==> src/rtl/sayeh_fetch_pkg.sv <==
// Shared definitions for the SAYEH instruction fetch sequencer.
// Holds the sequencer state encoding, the BranchSel code points, the
// wait-counter width and the BranchSel -> address-logic select decode.
package sayeh_fetch_pkg;

  // Sequencer states
  typedef enum logic [1:0] {
    ST_INIT  = 2'b00,
    ST_FETCH = 2'b01,
    ST_HOLD  = 2'b10,
    ST_FAULT = 2'b11
  } fetch_state_t;

  // BranchSel code points: next-PC source chosen when an instruction is accepted
  localparam logic [1:0] BR_PC_PLUS1 = 2'b00;
  localparam logic [1:0] BR_PC_PLUSI = 2'b01;
  localparam logic [1:0] BR_R_PLUSI  = 2'b10;
  localparam logic [1:0] BR_R_PLUS0  = 2'b11;

  // Memory wait counter width (supports limits up to 255)
  localparam int WAIT_CNT_W = 8;

  // Address-logic select bundle, at most one bit set
  typedef struct packed {
    logic reset_pc;
    logic pc_plus1;
    logic pc_plus_i;
    logic r_plus_i;
    logic r_plus0;
  } addr_sel_t;

  // Map a BranchSel code to its single address-logic select
  function automatic addr_sel_t branch_select(input logic [1:0] code);
    addr_sel_t sel;
    sel = '0;
    case (code)
      BR_PC_PLUS1: sel.pc_plus1  = 1'b1;
      BR_PC_PLUSI: sel.pc_plus_i = 1'b1;
      BR_R_PLUSI:  sel.r_plus_i  = 1'b1;
      BR_R_PLUS0:  sel.r_plus0   = 1'b1;
      default:     sel = '0;
    endcase
    return sel;
  endfunction

endpackage

==> src/rtl/fetch_sequencer_if.sv <==
// Instruction-memory read bus between the fetch sequencer and memory.
//   MemAddr    : instruction address (sequencer -> memory)
//   MemReadReq : read request, held steady until MemReady (sequencer -> memory)
//   MemReady   : MemData valid this cycle (memory -> sequencer)
//   MemData    : instruction word (memory -> sequencer)
// master = fetch sequencer, slave = instruction memory.
interface fetch_sequencer_if;

  logic [15:0] MemAddr;
  logic        MemReadReq;
  logic        MemReady;
  logic [15:0] MemData;

  modport master (
    output MemAddr,
    output MemReadReq,
    input  MemReady,
    input  MemData
  );

  modport slave (
    input  MemAddr,
    input  MemReadReq,
    output MemReady,
    output MemData
  );

endinterface

==> src/rtl/fetch_sequencer_chk.sv <==
// Protocol checker for the fetch sequencer (simulation assertions only).
// Ports: clk, ExternalReset, the five address-logic selects, the memory
// request/ready/address and the Fault flag, all observed read-only.
module fetch_sequencer_chk (
  input logic        clk,
  input logic        ExternalReset,
  input logic        ResetPC,
  input logic        PCplus1,
  input logic        PCplusI,
  input logic        RplusI,
  input logic        Rplus0,
  input logic        MemReadReq,
  input logic        MemReady,
  input logic [15:0] MemAddr,
  input logic        Fault
);

  logic [4:0] sels_s;
  assign sels_s = {ResetPC, PCplus1, PCplusI, RplusI, Rplus0};

  a_sel_onehot0: assert property (@(posedge clk) $onehot0(sels_s));

  a_no_sel_while_req: assert property (@(posedge clk) !(MemReadReq && (sels_s != 5'b00000)));

  // An unanswered request stays on the same address unless it times out
  a_req_steady: assert property (@(posedge clk) disable iff (ExternalReset)
    (MemReadReq && !MemReady) |=> (Fault || (MemReadReq && $stable(MemAddr))));

  a_fault_sticky: assert property (@(posedge clk) disable iff (ExternalReset)
    Fault |=> Fault);

endmodule

==> src/rtl/fetch_sequencer.sv <==
// SAYEH instruction fetch sequencer.
// Drives the program counter through an external address-logic stage,
// fetches instruction words from memory and hands them to the decoder.
// Ports:
//   clk, ExternalReset       : clock, synchronous active-high reset
//   ALout / PCout            : address-logic result in / program counter out
//   ResetPC..Rplus0          : address-logic selects (at most one high)
//   mem (master)             : instruction memory read bus
//   IRout / IRvalid          : captured instruction and its valid flag
//   IRaccept / BranchSel     : decoder consume strobe and next-PC source
//   Fault                    : sticky memory-timeout flag
module fetch_sequencer
  import sayeh_fetch_pkg::*;
#(
  parameter int WAIT_LIMIT = 15
) (
  input  logic              clk,
  input  logic              ExternalReset,
  input  logic [15:0]       ALout,
  output logic [15:0]       PCout,
  output logic              ResetPC,
  output logic              PCplusI,
  output logic              PCplus1,
  output logic              RplusI,
  output logic              Rplus0,
  fetch_sequencer_if.master mem,
  output logic [15:0]       IRout,
  output logic              IRvalid,
  input  logic              IRaccept,
  input  logic [1:0]        BranchSel,
  output logic              Fault
);

  // Last counter value tolerated before the fetch is declared timed out
  localparam logic [WAIT_CNT_W-1:0] WAIT_LAST = WAIT_CNT_W'(WAIT_LIMIT - 1);

  fetch_state_t            state_r;
  fetch_state_t            state_s;
  logic [WAIT_CNT_W-1:0]   wait_cnt_r;
  addr_sel_t               sel_s;
  logic                    read_req_s;
  logic                    capture_s;
  logic                    timeout_s;
  logic                    accept_s;

  // In FETCH the request is always up, so MemReady there is a real response
  assign capture_s = (state_r == ST_FETCH) && mem.MemReady;
  assign timeout_s = (state_r == ST_FETCH) && !mem.MemReady && (wait_cnt_r == WAIT_LAST);
  assign accept_s  = (state_r == ST_HOLD) && IRvalid && IRaccept;

  // State register
  always_ff @(posedge clk) begin
    if (ExternalReset) begin
      state_r <= ST_INIT;
    end else begin
      state_r <= state_s;
    end
  end

  // Next-state logic
  always_comb begin
    state_s = state_r;
    case (state_r)
      ST_INIT: begin
        state_s = ST_FETCH;
      end
      ST_FETCH: begin
        if (capture_s) begin
          state_s = ST_HOLD;
        end else if (timeout_s) begin
          state_s = ST_FAULT;
        end else begin
          state_s = ST_FETCH;
        end
      end
      ST_HOLD: begin
        if (accept_s) begin
          state_s = ST_FETCH;
        end else begin
          state_s = ST_HOLD;
        end
      end
      ST_FAULT: begin
        state_s = ST_FAULT;
      end
      default: begin
        state_s = ST_INIT;
      end
    endcase
  end

  // Output decode: address-logic selects and memory request
  always_comb begin
    sel_s      = '0;
    read_req_s = 1'b0;
    if (ExternalReset) begin
      sel_s      = '0;
      read_req_s = 1'b0;
    end else begin
      case (state_r)
        ST_INIT: begin
          sel_s.reset_pc = 1'b1;
        end
        ST_FETCH: begin
          read_req_s = 1'b1;
        end
        ST_HOLD: begin
          // BranchSel only matters in the accept cycle
          if (accept_s) begin
            sel_s = branch_select(BranchSel);
          end else begin
            sel_s = '0;
          end
        end
        ST_FAULT: begin
          sel_s      = '0;
          read_req_s = 1'b0;
        end
        default: begin
          sel_s      = '0;
          read_req_s = 1'b0;
        end
      endcase
    end
  end

  assign ResetPC        = sel_s.reset_pc;
  assign PCplus1        = sel_s.pc_plus1;
  assign PCplusI        = sel_s.pc_plus_i;
  assign RplusI         = sel_s.r_plus_i;
  assign Rplus0         = sel_s.r_plus0;
  assign mem.MemReadReq = read_req_s;
  assign mem.MemAddr    = PCout;

  // Program counter: loads ALout whenever a select is active (INIT or accept)
  always_ff @(posedge clk) begin
    if (ExternalReset) begin
      PCout <= 16'h0000;
    end else if (sel_s != '0) begin
      PCout <= ALout;
    end else begin
      PCout <= PCout;
    end
  end

  // Instruction register and its valid flag
  always_ff @(posedge clk) begin
    if (ExternalReset) begin
      IRout   <= 16'h0000;
      IRvalid <= 1'b0;
    end else if (capture_s) begin
      IRout   <= mem.MemData;
      IRvalid <= 1'b1;
    end else if (accept_s || (state_r == ST_FAULT)) begin
      IRvalid <= 1'b0;
    end else begin
      IRout   <= IRout;
      IRvalid <= IRvalid;
    end
  end

  // Memory wait counter: counts unanswered FETCH cycles, zero elsewhere
  always_ff @(posedge clk) begin
    if (ExternalReset) begin
      wait_cnt_r <= '0;
    end else if ((state_r == ST_FETCH) && !mem.MemReady && !timeout_s) begin
      wait_cnt_r <= wait_cnt_r + WAIT_CNT_W'(1);
    end else begin
      wait_cnt_r <= '0;
    end
  end

  // Sticky timeout flag, cleared only by reset
  always_ff @(posedge clk) begin
    if (ExternalReset) begin
      Fault <= 1'b0;
    end else if (timeout_s) begin
      Fault <= 1'b1;
    end else begin
      Fault <= Fault;
    end
  end

  fetch_sequencer_chk u_chk (
    .clk           (clk),
    .ExternalReset (ExternalReset),
    .ResetPC       (ResetPC),
    .PCplus1       (PCplus1),
    .PCplusI       (PCplusI),
    .RplusI        (RplusI),
    .Rplus0        (Rplus0),
    .MemReadReq    (read_req_s),
    .MemReady      (mem.MemReady),
    .MemAddr       (PCout),
    .Fault         (Fault)
  );

endmodule
==> src/flat_wrapper.sv <==
// flat-port wrapper written by rule: the top's interface ports become plain ports
module fetch_sequencer_flat import sayeh_fetch_pkg::*;
#(
  parameter int WAIT_LIMIT = 15
)
  (clk, ExternalReset, ALout, PCout, ResetPC, PCplusI, PCplus1, RplusI, Rplus0, IRout, IRvalid, IRaccept, BranchSel, Fault, mem_MemAddr, mem_MemReadReq, mem_MemReady, mem_MemData);
  fetch_sequencer_if mem_i ();
  input  logic clk;
  input  logic ExternalReset;
  input  logic [15:0] ALout;
  output logic [15:0] PCout;
  output logic ResetPC;
  output logic PCplusI;
  output logic PCplus1;
  output logic RplusI;
  output logic Rplus0;
  output logic [15:0] IRout;
  output logic IRvalid;
  input  logic IRaccept;
  input  logic [1:0] BranchSel;
  output logic Fault;
  output wire logic [$bits(mem_i.MemAddr)-1:0] mem_MemAddr;
  output wire logic [$bits(mem_i.MemReadReq)-1:0] mem_MemReadReq;
  input wire logic [$bits(mem_i.MemReady)-1:0] mem_MemReady;
  input wire logic [$bits(mem_i.MemData)-1:0] mem_MemData;
  assign mem_MemAddr = mem_i.MemAddr;
  assign mem_MemReadReq = mem_i.MemReadReq;
  assign mem_i.MemReady = mem_MemReady;
  assign mem_i.MemData = mem_MemData;
  fetch_sequencer #(.WAIT_LIMIT(WAIT_LIMIT)) u_core (.clk(clk), .ExternalReset(ExternalReset), .ALout(ALout), .PCout(PCout), .ResetPC(ResetPC), .PCplusI(PCplusI), .PCplus1(PCplus1), .RplusI(RplusI), .Rplus0(Rplus0), .mem(mem_i), .IRout(IRout), .IRvalid(IRvalid), .IRaccept(IRaccept), .BranchSel(BranchSel), .Fault(Fault));
endmodule
==> config.mk <==
export PLATFORM = sky130hd
export DESIGN_NAME = fetch_sequencer_flat
export DESIGN_NICKNAME = d
export VERILOG_FILES = /design/src/rtl/sayeh_fetch_pkg.sv /design/src/rtl/fetch_sequencer_if.sv /design/src/rtl/fetch_sequencer_chk.sv /design/src/rtl/fetch_sequencer.sv /design/src/flat_wrapper.sv
export SDC_FILE = /design/constraint.sdc
export NUM_CORES = 1
export LEC_CHECK = 0
export ABC_AREA = 0
export CAP_MARGIN = 20
export CORE_MARGIN = 5
export CORE_UTILIZATION = 35
export DETAILED_ROUTE_END_ITERATION = 8
export MAX_ROUTING_LAYER = met4
export PLACE_DENSITY = 0.76
export SLEW_MARGIN = 20
export SYNTH_ARGS = -nofsm -noshare
export SYNTH_HDL_FRONTEND = slang
export SYNTH_SLANG_ARGS = --single-unit
==> constraint.sdc <==
create_clock -name clk -period 1.3 [get_ports clk]
set_input_delay 0.26 -clock clk [delete_from_list [all_inputs] [get_ports clk]]
set_output_delay 0.26 -clock clk [all_outputs]
set_load 0.01 [all_outputs]
==> impl_metrics.csv, run 1 <==
group,metric,value,unit
timing,maxSlewViolCount,0,
critical_path,critical_path.n_buffers_inverters,1,
power,p_total,3.13,mW
logic_synthesis,synth_top_area_share,50.8,%
routing,wl,4.83,mm
floorplanning,core_region_area,4750,um2
routing,drc,0,
logic_synthesis,synth_simple_gate_area_share,18.0,%
timing,fmax,0.646,GHz
logic_synthesis,synth-compound-area-share,17.2,%
floorplanning,die_area,6470,um2
floorplanning,row_count,25,
critical_path,crit_required,1.04,ns
finish,area_growth,71.9,%
floorplanning,io_pins,94,
timing,fin_hold_ws,0.452,ns
placement,gp_congestion,0.796,
clock_network,clk_path_buf_depth,2,
global_routing,grt_pass1_vias,1744,
run_status,outcome,"finished, violations left",
routing,vias,1700,
logic_synthesis,ys_types,29,
power,clkPwrFrac,32.3,%
finish,antenna_cells,0,
routing,drtIter0Drc,68,
timing,finClkSkew,0.00589,ns
clock_network,cts_tree,"yes",
logic_synthesis,yosys-top-cells-area,"dfxtp_1 (51%), a22o_1 (8.1%), buf_4 (7.4%)",
logic_synthesis,seq_area_frac_synth,50.8,%
global_routing,grt_pass1_wl,7.96,mm
timing,worst_pin_slew,0.327,ns
global_routing,grt_max_degree,24,
clock_network,cts_hold_buf,0,
logic_synthesis,synthMuxAreaShare,0,%
min_path,min_path_type,"reg2reg",
critical_path,crit_fanout,4,
critical_path,cp-end-kind,"output pin",
logic_synthesis,synth_xor_area_share,1.51,%
timing,finalCritPeriodShare,119,%
critical_path,critPathSlowestCell,"dfxtp_2",
logic_synthesis,synthAdderAreaFrac,1.44,%
finish,multiInputGateArea,803,um2
finish,fillerInstances,437,
global_routing,antenna_found_initial,0,
logic_synthesis,ys_seq_elements,44,
finish,fin_cells,359,
critical_path,critical-path-max-stage-delay,0.34,ns
power,seqPwrFrac,47.3,%
routing,routedWlPerCell,13.4,um
finish,final_nets,331,
run,drv_cap,0,
power,leakage,1.33,nW
timing,hold_violations,0,
logic_synthesis,postSynthAreaPerCell,8.99,um2
placement,hpwl,3.44,mm
floorplanning,die_y,80.4,um
logic_synthesis,synth_top_family_by_area,"simple AND/OR/NAND/NOR gates",
routing,vias_per_cell,4.74,
global_routing,grt_usage,16.0,%
timing,report.final.setup_viol,37,
finish,drive_gt1_share,24.0,%
clock_network,cts-root-buf,"clkbuf_8",
logic_synthesis,ys_warn_count,0,
logic_synthesis,syn_area,1740,um2
power,power.internal,2.36,mW
timing,rsz0062_at_grt,"true",
routing,antenna_left,0,
clock_network,cts-buffers-inserted,5,
floorplanning,die_width,80.4,um
run_status,violations,"setup timing",
power,share_comb_of_total_power,20.3,%
critical_path,crit_type,"reg2out",
global_routing,globalRouteOverflowTotal,0,
clock_network,insertion_delay,0.29,ns
finish,regArea,890,um2
power,peakVddDrop,0.000576,V
power,power_density,1050,nW/um2
clock_network,cts.sinks,44,
floorplanning,start_util,36.5,%
clock_network,htreeDepth,2,
critical_path,cp-start-kind,"register",
logic_synthesis,synth_largest_area_cell,"dfxtp_1",
placement,dp_cells,345,
timing,fin_ws,-0.249,ns
logic_synthesis,synth_cells,193,
logic_synthesis,syn_nets,233,
routing,drtPass1Iterations,4,
critical_path,critPathTopFamily,"simple AND/OR/NAND/NOR gates",
placement,io_buffers,93,
critical_path,cp.arrival,1.29,ns
clock_network,path_clk_slew,0.08,ns
timing,min_period,1.55,ns
critical_path,path_cells,"nor2_4, nand4_1, nor3_1, buf_2",
timing,relSlewSlack,78.1,%
power,switching_share,24.5,%
power,power.switching,765,uW
[state kept, by name, summed over array words and instances, names as in the netlist]
register	count
u_core.IRout	16
u_core.PCout	16
u_core.wait_cnt_r	8
u_core.state_r	2
u_core.Fault	1
u_core.IRvalid	1
[power groups by stage]
| stage | Sequential [mW] | Combinational, mW | Clock (mW) |
|---|---|---|---|
| after floorplan | 1.54 | 0.255 | 0 |
| after global placement | 1.51 | 0.642 | 0 |
| after detailed placement | 1.51 | 0.649 | 0 |
| after CTS | 1.48 | 0.614 | 1.04 |
| after global routing | 1.50 | 0.688 | 1.11 |
| final | 1.48 | 0.636 | 1.01 |
[area by class of cell]
class                      count  share of cell area (%)
clock inverter                 2                    1.17
inverter                       5                   0.713
clock buffer                   6                    2.43
multi-input combinational    118                    26.9
timing repair buffer         117                    36.1
sequential                    44                    29.8
tap                           67                    2.81
[cell families (layout without fill, tap and decap cells)]
| logic type | Yosys count | count (layout) |
|---|---|---|
| AO/OA/AOI/OAI | 46 | 46 |
| XOR/XNOR | 3 | 3 |
| flip-flops | 44 | 44 |
| adder cells (fa/ha/maj) | 2 | 2 |
| AND/OR/NAND/NOR | 67 | 67 |
| buffers and inverters | 31 | 130 |
[cells in the mapped netlist]
library cell and n:
a21bo_2 1, a21oi_1 21, a21oi_2 1, a22o_1 16, and2_1 2, and3b_1 1
buf_2 3, buf_4 17, buf_6 1, clkbuf_1 5, dfxtp_1 44, ha_1 2
inv_1 5, nand2_1 34, nand2b_1 1, nand3_1 4, nand3b_1 1, nand4_1 2
nand4b_1 1, nor2_1 10, nor3_1 5, nor4b_1 1, o21ai_0 6, o21ai_1 1
or3_1 3, or3_4 1, or4_1 1, xnor2_1 1, xor2_1 2
[worst register-to-register path, cell delays in order (launching register included)]
cell	delay, ns
dfxtp_2	0.34
buf_4	0.14
buf_8	0.12
buf_4	0.13
buf_6	0.11
inv_4	0.04
a21oi_4	0.07
clkbuf_16	0.17
a22o_1	0.17
[per-stage QoR]
| step | TNS (ns) | util, % | area [um2] | setup slack, ns |
|---|---|---|---|---|
| global route | -5.96 | 62.7 | 2980 | -0.340 |
| finish | -2.97 | 62.7 | 2980 | -0.249 |
| global placement | -15.17 | 57.9 | 2750 | -0.711 |
| CTS | -1.31 | 60.1 | 2860 | -0.244 |
| detailed placement | -15.84 | 57.9 | 2750 | -0.758 |
| floorplan | -0.0393 | - | 1760 | -0.0393 |
[what timing repair did]
item	in CTS	in global routing
cloned	1	0
endpoints found under the setup margin	81	33
buffers inserted	2	4
resized for setup	93	30
pin swaps	6	12
[cell usage in the layout, fill, tap and decap left out, drive strengths merged, types with 4 or more instances in the layout]
cell type	n
dfxtp	44
nand2	34
or3	4
nand3	4
a21oi	22
inv	5
buf	29
clkdlybuf4s50	35
nor3	5
o21ai	7
nor2	10
a22o	16
clkbuf	8
dlygate4sd2	51
[final timing paths]
kind                            cells past startpoint                    startpoint  slack (ns)                           end
worst max-delay path                                4  u_core.state_r[0]$_SDFF_PP0_       -0.25                       PCplus1
worst min-delay path                                2  u_core.IRout[1]$_SDFFE_PP0P_        0.45  u_core.IRout[1]$_SDFFE_PP0P_
worst max register to register                      8  u_core.state_r[0]$_SDFF_PP0_       -0.10  u_core.PCout[1]$_SDFFE_PP0P_
worst min register to register                      2  u_core.IRout[1]$_SDFFE_PP0P_        0.45  u_core.IRout[1]$_SDFFE_PP0P_
[layer usage]
metal | GRT usage (%) | wire [um] | vias up
met5 | - | 0 | -
met3 | 4.15 | 371 | 8
met1 | 18.0 | 1840 | 791
met4 | 5.91 | 85 | 0
li1 | - | - | 838
met2 | 27.3 | 2530 | 63
(Power assumes the default switching activity.)
==> run 2, diff against run 1 <==
- CORE_UTILIZATION: 35 -> 41
- PLACE_DENSITY: 0.76 -> 0.84
- clock period: 1.3 -> 1.8 ns (I/O delays scaled with it)
==> run 2 against run 1 <==
Net effect:
- the run now ends clean
- sequential cell count unchanged
- largest cell class unchanged
- first-iteration DRC count rose by 26%
- critical path depth grew 2
- clock-buffer cell count unchanged
==> impl_metrics.csv, run 2 (same netlist as run 1, synthesis figures left out) <==
group,metric,value,unit
clock_network,htreeDepth,2,
clock_network,path_clk_slew,0.07,ns
finish,drive_gt1_share,10.8,%
placement,dpl_cell_area,2650,um2
global_routing,grt_pass1_vias,1668,
global_routing,globalRouteOverflowTotal,0,
critical_path,crit_required,1.44,ns
timing,maxSlewViolCount,0,
clock_network,clk_path_buf_depth,2,
finish,fin_area,2790,um2
finish,largest_registers,"u_core.IRout: 16 flops, u_core.PCout: 16 flops, u_core.wait_cnt_r: 8 flops",
routing,routedWlPerCell,13.9,um
placement,io_buffers,93,
floorplanning,die_y,75.1,um
run,drv_cap,0,
critical_path,critical-path-max-stage-delay,0.26,ns
power,peakVddDrop,0.000487,V
power,p_total,2.27,mW
global_routing,grt_max_degree,24,
routing,drtIter0Drc,86,
critical_path,critical_path.n_buffers_inverters,3,
finish,post-route-util,68.7,%
critical_path,path_cells,"dlygate4sd2_1, nor2_1, nand4_1, buf_4, nor3_2, buf_2",
floorplanning,core_region_area,4060,um2
routing,vias_per_cell,4.93,
critical_path,r2r-start,"u_core.wait_cnt_r[4]$_SDFF_PP0_",
clock_network,cts-buffers-inserted,5,
timing,relSlewSlack,62.8,%
critical_path,reg2reg_slack,0.35,ns
critical_path,cp.arrival,1.39,ns
floorplanning,die_area,5630,um2
critical_path,reg2regPathDepth,3,
global_routing,grt_usage,17.0,%
critical_path,crit_type,"in2out",
power,power.switching,542,uW
routing,vias,1621,
power,clkPwrFrac,32.5,%
global_routing,antenna_found_initial,0,
routing,wl,4.56,mm
timing,worst_pin_slew,0.555,ns
timing,rsz0062_at_grt,"false",
critical_path,endpoint,"PCplus1",
critical_path,cp-start-kind,"input port",
routing,drc,0,
timing,report.final.setup_viol,0,
timing,finalCritPeriodShare,97.5,%
clock_network,cts.sinks,44,
power,power.internal,1.72,mW
finish,area_growth,60.6,%
critical_path,critPathSlowestCell,"dlygate4sd2_1",
placement,gp_congestion,0.818,
finish,regArea,882,um2
power,leakage,1.05,nW
floorplanning,start_util,42.8,%
power,share_comb_of_total_power,20.3,%
routing,drtPass1Iterations,4,
finish,multiInputGateArea,683,um2
global_routing,grt_pass1_wl,7.07,mm
clock_network,cts_tree,"yes",
power,switching_share,23.9,%
clock_network,cts_hold_buf,0,
timing,finClkSkew,0.00787,ns
finish,final_nets,318,
floorplanning,io_pins,94,
power,power_density,813,nW/um2
finish,antenna_cells,0,
critical_path,cp.depth,6,
run_status,outcome,"finished, final reports clean",
floorplanning,row_count,23,
min_path,min_path_type,"reg2reg",
clock_network,cts-root-buf,"clkbuf_8",
critical_path,cp-end-kind,"output pin",
routing,antenna_left,0,
timing,hold_violations,0,
clock_network,insertion_delay,0.30,ns
finish,final_common_cell,"clkdlybuf4s50_1",
timing,min_period,1.75,ns
power,seqPwrFrac,47.2,%
critical_path,crit_fanout,3,
critical_path,r2r-end,"u_core.wait_cnt_r[3]$_SDFF_PP0_",
timing,fmax,0.570,GHz
floorplanning,die_width,75.1,um
placement,hpwl,3.29,mm
finish,mostFrequentLayoutCells,"clkdlybuf4s50_1 (85), dfxtp_1 (43), nand2_1 (34), a21oi_1 (21), a22o_1 (16)",
finish,fillerInstances,323,
critical_path,startpoint,"ExternalReset",
critical_path,critPathTopFamily,"buffers and inverters",
run 2: cell types whose count changed in the layout (fill, tap and decap cells not counted), sizes merged:
cell	before	now
dlygate4sd2	51	3
clkbuf	8	6
clkdlybuf4s50	35	85
dlymetal6s2s	0	1
buf	29	15
run 2: power by group through the flow:
| stage | Clock [mW] | Combinational [mW] | Sequential (mW) |
|---|---|---|---|
| after CTS | 0.753 | 0.463 | 1.07 |
| after detailed placement | 0 | 0.461 | 1.09 |
| after global routing | 0.789 | 0.493 | 1.08 |
| final | 0.737 | 0.459 | 1.07 |
| after global placement | 0 | 0.455 | 1.09 |
| after floorplan | 0 | 0.178 | 1.11 |
run 2: routing by layer:
metal  share of wire (%)  GRT usage, %  vias to the layer above
li1                    -             -                      809
met1                  41          17.9                      738
met2                  50          29.2                       65
met3                 7.4          4.94                        9
met4                 2.3          7.91                        0
met5                   0             -                        -
run 2: layout make-up:
type                       instances  share of cell area [%]
sequential                        44                    31.6
multi-input combinational        118                    24.5
tap                               50                    2.24
inverter                           5                   0.673
clock inverter                     2                    1.26
clock buffer                       6                    2.60
timing repair buffer             104                    37.1
run 2: worst min-delay path by stage:
stage	startpoint	end	slack [ns]	cells past startpoint
6_report	u_core.Fault$_SDFFE_PP0P_	u_core.Fault$_SDFFE_PP0P_	0.45	2
5_1_grt	u_core.IRout[2]$_SDFFE_PP0P_	u_core.IRout[2]$_SDFFE_PP0P_	0.48	2
4_1_cts	u_core.Fault$_SDFFE_PP0P_	u_core.Fault$_SDFFE_PP0P_	0.46	2
3_5_place_dp	u_core.Fault$_SDFFE_PP0P_	u_core.Fault$_SDFFE_PP0P_	0.44	2
3_3_place_gp	u_core.Fault$_SDFFE_PP0P_	u_core.Fault$_SDFFE_PP0P_	0.44	2
2_1_floorplan	u_core.wait_cnt_r[0]$_SDFF_PP0_	u_core.wait_cnt_r[0]$_SDFF_PP0_	0.45	1
run 2: what timing repair did:
action,4_1_cts,5_1_grt
pin swaps,2,0
buffers inserted,3,0
gates resized for setup,23,3
endpoints found under the setup margin,6,4
run 2: tightest hold or removal path: stages (launching register included):
cell and delay [ns]:
dfxtp_1 0.32, inv_1 0.05, a21oi_1 0.05
run 2: stage by stage:
stage	TNS [ns]	cells	setup WS, ns	hold WS (ns)
after floorplan	0	193	0.393	0.453
after global placement	-2.24	318	-0.386	0.436
after detailed placement	-3.00	318	-0.427	0.445
after CTS	0	329	0.00249	0.458
after global routing	0	329	0.00413	0.479
final	0	329	0.0456	0.454
==> run 3, diff against run 2 <==
- ABC_AREA: 0 -> default
==> results of run 3 <==
Final layout, timing and power as in run 2 (identical DEF).
